<file path="config.mk">
export PLATFORM = sky130hd
export DESIGN_NAME = dac_bus_rx
export DESIGN_NICKNAME = d
export VERILOG_FILES = /design/src/rtl/dac_bus_rx.sv
export SDC_FILE = /design/constraint.sdc
export NUM_CORES = 1
export LEC_CHECK = 0
export CORE_ASPECT_RATIO = 0.5
export CORE_MARGIN = 4
export CORE_UTILIZATION = 50
export DETAILED_ROUTE_END_ITERATION = 10
export PLACE_DENSITY = 0.84
export SLEW_MARGIN = 0
export SYNTH_ARGS = -nofsm -noshare
export SYNTH_HDL_FRONTEND = slang
export SYNTH_SLANG_ARGS = --single-unit
</file>
<file path="constraint.sdc">
create_clock -name dac_clk_2x -period 2.3 [get_ports dac_clk_2x]
set_input_delay 0.46 -clock dac_clk_2x [delete_from_list [all_inputs] [get_ports dac_clk_2x]]
set_output_delay 0.46 -clock dac_clk_2x [all_outputs]
set_load 0.01 [all_outputs]
</file>
<file path="src/rtl/dac_bus_rx.sv">
// dac_bus_rx: far-end receiver for the interleaved fast-DAC bus.
// Registers the bus once, and pairs the words into B/A channel pairs.
// Each word is converted from offset-binary, negative-slope code to two's complement.
// A HUNT/SYNC/LOCKED state machine tracks framing. Framing errors seen while
// locked are counted.
module dac_bus_rx #(
   parameter int unsigned LOCK_PAIRS = 4
) (
   input  logic        dac_clk_2x,
   input  logic        dac_rst,
   input  logic [13:0] dac_dat_i,
   input  logic        dac_sel_i,
   input  logic        dac_vld_i,
   output logic [13:0] dat_a_o,
   output logic [13:0] dat_b_o,
   output logic        valid_o,
   output logic        locked_o,
   output logic [15:0] err_cnt_o,
   output logic [31:0] pair_cnt_o
);

   localparam int unsigned DW  = 14;
   localparam int unsigned GW  = 4;
   localparam int unsigned ECW = 16;
   localparam int unsigned PCW = 32;

   localparam logic [1:0] ST_HUNT   = 2'd0;
   localparam logic [1:0] ST_SYNC   = 2'd1;
   localparam logic [1:0] ST_LOCKED = 2'd2;

   // stage-1 input registers
   logic [DW-1:0]  s1_dat_q;
   logic           s1_sel_q;
   logic           s1_vld_q;

   // framing state
   logic [1:0]     state_q, state_d;
   logic           expect_a_q, expect_a_d;
   logic [GW-1:0]  good_q, good_d;
   logic [DW-1:0]  hold_b_q, hold_b_d;

   // output registers
   logic [DW-1:0]  dat_a_q, dat_a_d;
   logic [DW-1:0]  dat_b_q, dat_b_d;
   logic           valid_q, valid_d;
   logic           locked_q, locked_d;
   logic [ECW-1:0] err_cnt_q, err_cnt_d;
   logic [PCW-1:0] pair_cnt_q, pair_cnt_d;

   logic [DW-1:0]  word_conv_c;
   logic           word_ok_c;
   logic [GW-1:0]  good_inc_c;

   // Sample the bus pins once before any decoding
   always_ff @(posedge dac_clk_2x) begin
      if (dac_rst) begin
         s1_dat_q <= '0;
         s1_sel_q <= 1'b0;
         s1_vld_q <= 1'b0;
      end else begin
         s1_dat_q <= dac_dat_i;
         s1_sel_q <= dac_sel_i;
         s1_vld_q <= dac_vld_i;
      end
   end

   // Offset-binary negative-slope code to two's complement
   always_comb begin
      word_conv_c = {s1_dat_q[DW-1], ~s1_dat_q[DW-2:0]};
   end

   // The word is well-formed when its select matches the expected channel (1 = B)
   always_comb begin
      word_ok_c  = (s1_sel_q != expect_a_q);
      good_inc_c = good_q + GW'(1);
   end

   // Next-state and output logic; only valid stage-1 words move anything
   always_comb begin
      state_d    = state_q;
      expect_a_d = expect_a_q;
      good_d     = good_q;
      hold_b_d   = hold_b_q;
      dat_a_d    = dat_a_q;
      dat_b_d    = dat_b_q;
      valid_d    = 1'b0;
      err_cnt_d  = err_cnt_q;
      pair_cnt_d = pair_cnt_q;

      if (s1_vld_q) begin
         case (state_q)
            ST_HUNT: begin
               // A words are dropped; a B word opens a candidate pair
               if (s1_sel_q) begin
                  hold_b_d   = word_conv_c;
                  expect_a_d = 1'b1;
                  good_d     = '0;
                  state_d    = ST_SYNC;
               end
            end

            ST_SYNC: begin
               if (!word_ok_c) begin
                  state_d    = ST_HUNT;
                  expect_a_d = 1'b0;
                  good_d     = '0;
               end else if (expect_a_q) begin
                  // The pair that completes lock is swallowed, not emitted
                  good_d     = good_inc_c;
                  expect_a_d = 1'b0;
                  if (good_inc_c == GW'(LOCK_PAIRS)) begin
                     state_d = ST_LOCKED;
                  end
               end else begin
                  hold_b_d   = word_conv_c;
                  expect_a_d = 1'b1;
               end
            end

            ST_LOCKED: begin
               if (!word_ok_c) begin
                  state_d    = ST_HUNT;
                  expect_a_d = 1'b0;
                  good_d     = '0;
                  if (err_cnt_q != '1) begin
                     err_cnt_d = err_cnt_q + ECW'(1);
                  end
               end else if (expect_a_q) begin
                  dat_a_d    = word_conv_c;
                  dat_b_d    = hold_b_q;
                  valid_d    = 1'b1;
                  pair_cnt_d = pair_cnt_q + PCW'(1);
                  expect_a_d = 1'b0;
               end else begin
                  hold_b_d   = word_conv_c;
                  expect_a_d = 1'b1;
               end
            end

            default: begin
               state_d    = ST_HUNT;
               expect_a_d = 1'b0;
               good_d     = '0;
            end
         endcase
      end

      locked_d = (state_d == ST_LOCKED);
   end

   // Framing state register
   always_ff @(posedge dac_clk_2x) begin
      if (dac_rst) begin
         state_q    <= ST_HUNT;
         expect_a_q <= 1'b0;
         good_q     <= '0;
         hold_b_q   <= '0;
      end else begin
         state_q    <= state_d;
         expect_a_q <= expect_a_d;
         good_q     <= good_d;
         hold_b_q   <= hold_b_d;
      end
   end

   // Output registers
   always_ff @(posedge dac_clk_2x) begin
      if (dac_rst) begin
         dat_a_q    <= '0;
         dat_b_q    <= '0;
         valid_q    <= 1'b0;
         locked_q   <= 1'b0;
         err_cnt_q  <= '0;
         pair_cnt_q <= '0;
      end else begin
         dat_a_q    <= dat_a_d;
         dat_b_q    <= dat_b_d;
         valid_q    <= valid_d;
         locked_q   <= locked_d;
         err_cnt_q  <= err_cnt_d;
         pair_cnt_q <= pair_cnt_d;
      end
   end

   assign dat_a_o    = dat_a_q;
   assign dat_b_o    = dat_b_q;
   assign valid_o    = valid_q;
   assign locked_o   = locked_q;
   assign err_cnt_o  = err_cnt_q;
   assign pair_cnt_o = pair_cnt_q;

endmodule

</file>
==> results.json, run 1 <==
{
  "wirelength_microns": 11000,
  "setup_tns_ps": 0,
  "status": "complete, no violations",
  "dr.pass1.iters": 5,
  "post-route-drc-count": 0,
  "drtIter0Drc": 211,
  "power.leakage_nw": 2.16,
  "fp-row-count": 24,
  "clock_path_buffers": 2,
  "synth_ff_type": "dfxtp_1",
  "critical_path.max_fanout": 9,
  "grt_usage_pct": 20.2,
  "htreeDepth": 4,
  "yosysWarnings": 0,
  "skew_ps": 7.58,
  "cp_slowest_cell": "and4b_2",
  "netSwitchingFraction_pct": 20.9,
  "p_int_mw": 3.84,
  "required_ps": 2600,
  "syn_area_per_cell_sq_um": 8.93,
  "initial_utilization_pct": 52.7,
  "grt_pass1_vias": 3811,
  "avgRoutedWirePerCell_microns": 14.5,
  "synth_top_family_by_area": "simple AND/OR/NAND/NOR gates",
  "worstPathBufferInverterCount": 1,
  "maxSlewHeadroom_pct": 60.4,
  "cp_data_arrival_time_ps": 2440,
  "path_delay_family": "simple AND/OR/NAND/NOR gates",
  "clock_sinks": 115,
  "fin_nets": 652,
  "cp-end-kind": "flip-flop",
  "vdd_drop_max_v": 0.000665,
  "synth_compound_area_share_pct": 11.3,
  "rsz0062_at_grt": "no",
  "clkTransAtPathRegs_ps": 60,
  "synth_edf_count": 0,
  "numPortBuffers": 95,
  "period_needed_ps": 2140,
  "synthArstFlopShare_pct": 0,
  "detail-route-antenna-nets": 0,
  "synth_fa_ha_area_share_pct": 2.39,
  "critPathLaunchType": "flip-flop",
  "tightest_slew_ps": 593,
  "core-area_sq_um": 8950,
  "layout.cells.non_filler": 755,
  "cellPowerDensity_nw_per_um2": 757,
  "placed_area_sq_um": 5790,
  "fp.dieArea_sq_um": 11100,
  "cp_slowest_stage_delay_ps": 460,
  "io_pins": 96,
  "syn_nets": 555,
  "max_cap_viol_count": 0,
  "hold_path.class": "in -> reg",
  "cts_buffers": 17,
  "cts_tree": "yes",
  "post-route-cell-area_sq_um": 6420,
  "diodes": 0,
  "worstSkewPairLatency_ps": 410,
  "crit_chain": "inv_1, ha_1, and4b_2, nand4_4, nor4b_2, xnor2_1, nor2_1",
  "slew_violations": 0,
  "ctsRootBufferMaster": "clkbuf_16",
  "hold_viol_final": 0,
  "p_clk_share_pct": 55.5,
  "pwr-share-seq_pct": 42.0,
  "grt_start_max_net_pins": 97,
  "dpl.hpwl_microns": 7130,
  "synth_xor_area_share_pct": 6.87,
  "combPwrFrac_pct": 2.5,
  "area_growth_pct": 36.0,
  "yosys-mux-area-fraction_pct": 0.424,
  "fmax_mhz": 467,
  "seq_area_frac_synth_pct": 48.8,
  "overflow": 0,
  "globalplace.congestion": 0.876,
  "dp.cells": 722,
  "syn_inst": 528,
  "power_mw": 4.86,
  "setup_violations": 0,
  "finalCritPeriodShare_pct": 93.0,
  "ys_seq_elements": 115,
  "power_switching_mw": 1.01,
  "antenna_found_initial": 0,
  "die_y_microns": 76.7,
  "syn_area_sq_um": 4720,
  "synth-simple-area-share_pct": 26.5,
  "die_w_microns": 145,
  "drive_gt1_share_pct": 8.78,
  "post_synth_num_cell_types": 45,
  "grt_pass1_wl_microns": 18500,
  "timing.hold.ws_ps": 387,
  "worstSetupPathType": "reg -> reg",
  "vias": 4048,
  "vias_per_cell": 5.36
}
what timing repair did:
| item | 4_1_cts | 5_1_grt |
|---|---|---|
| hold buffers | 0 | 0 |
| setup endpoints to repair | 0 | 5 |
| buffers inserted | 0 | 1 |
| gates resized for setup | 0 | 2 |
final cells by class:
| type | count | area [sq um] |
|---|---|---|
| well taps | 117 | 146 |
| multi-input cells | 371 | 2250 |
| flip-flops and latches | 115 | 2300 |
| repair buffers | 105 | 1050 |
| clock buffers | 21 | 460 |
| fillers | 670 | 2530 |
| inverters | 15 | 56.3 |
| clock inverters | 11 | 153 |
power groups by stage:
stage,sequential [mW],combinational [mW],clock [mW]
floorplan,2.07,0.0739,0
global placement,2.08,0.119,0
detailed placement,2.08,0.121,0
CTS,2.04,0.122,2.74
global route,2.04,0.136,2.85
finish,2.04,0.123,2.70
synth_stat cells, types with 2 or more instances:
master | count | area share [%]
a211oi_1 | 30 | 4.8
a21oi_1 | 39 | 4.1
and2_1 | 4 | 0.53
and3_1 | 4 | 0.53
and4_1 | 5 | 0.93
buf_2 | 11 | 1.2
clkbuf_1 | 15 | 1.2
dfxtp_1 | 115 | 49
ha_1 | 9 | 2.4
inv_1 | 15 | 1.2
mux2i_1 | 2 | 0.42
nand2_1 | 50 | 4.0
nand2b_1 | 3 | 0.40
nand3_1 | 15 | 1.6
nand4_1 | 9 | 1.2
nand4_2 | 4 | 1.1
nand4b_1 | 4 | 0.74
nor2_1 | 73 | 5.8
nor2b_1 | 17 | 2.3
nor3_1 | 17 | 1.8
nor4_1 | 5 | 0.66
nor4b_2 | 3 | 0.95
o21ai_0 | 13 | 1.4
or3_1 | 10 | 1.3
xnor2_1 | 33 | 6.1
xor2_1 | 4 | 0.74
per-stage QoR:
step	worst slack [ps]	utilization, %
2_1_floorplan	375	-
3_3_place_gp	238	64.7
3_5_place_dp	60.3	64.7
4_1_cts	46.5	71.5
5_1_grt	25.8	71.7
6_report	160	71.7
routing by layer:
metal / wire (microns) / share of wire, % / GRT usage [%] / up-vias
met1: 4910 / 45 / 24.4 / 1903
met4: 298 / 2.7 / 11.2 / 0
met2: 5290 / 48 / 33.4 / 99
met5: 0 / 0 / 0 / -
li1: - / - / - / 2020
met3: 462 / 4.2 / 5.06 / 26
kinds of logic after synthesis:
group | count (synthesis)
AND/OR/NAND/NOR | 235
flip-flops | 115
XOR/XNOR | 37
buffers and inverters | 42
adder cells (fa/ha/maj) | 9
AO/OA/AOI/OAI | 88
multiplexers | 2
final timing paths:
kind / start / end / cells after the start / slack (ps)
max reg2reg: expect_a_q / pair_cnt_o[26] / 7 / 160
min: dac_rst / pair_cnt_o[25] / 2 / 390
max: expect_a_q / pair_cnt_o[26] / 7 / 160
min reg2reg: s1_dat_q[0] / hold_b_q[0] / 1 / 440
flip-flops by register name, summed over array words and instances (netlist names), 2 cells and up:
register	flops
pair_cnt_o	32
err_cnt_o	16
dat_a_o	14
dat_b_o	14
hold_b_q	14
s1_dat_q	14
good_q	4
state_q	2
cells in the final DEF (no fill, tap or decap), types with 15 or more instances in the layout:
master	instances
a21oi_1	39
a211oi_1	30
clkdlybuf4s50_1	94
nor2_1	73
nor3_1	17
inv_1	15
nand3_1	15
xnor2_1	33
nor2b_1	17
nand2_1	50
clkbuf_16	17
dfxtp_1	115
No activity file was read; power rests on OpenSTA's default activity.
==> run 2: changes to the inputs <==
- TNS_END_PERCENT: not set -> 5
==> results of run 2 <==
Same layout as run 1: the final DEF is identical, and so are final timing and power.
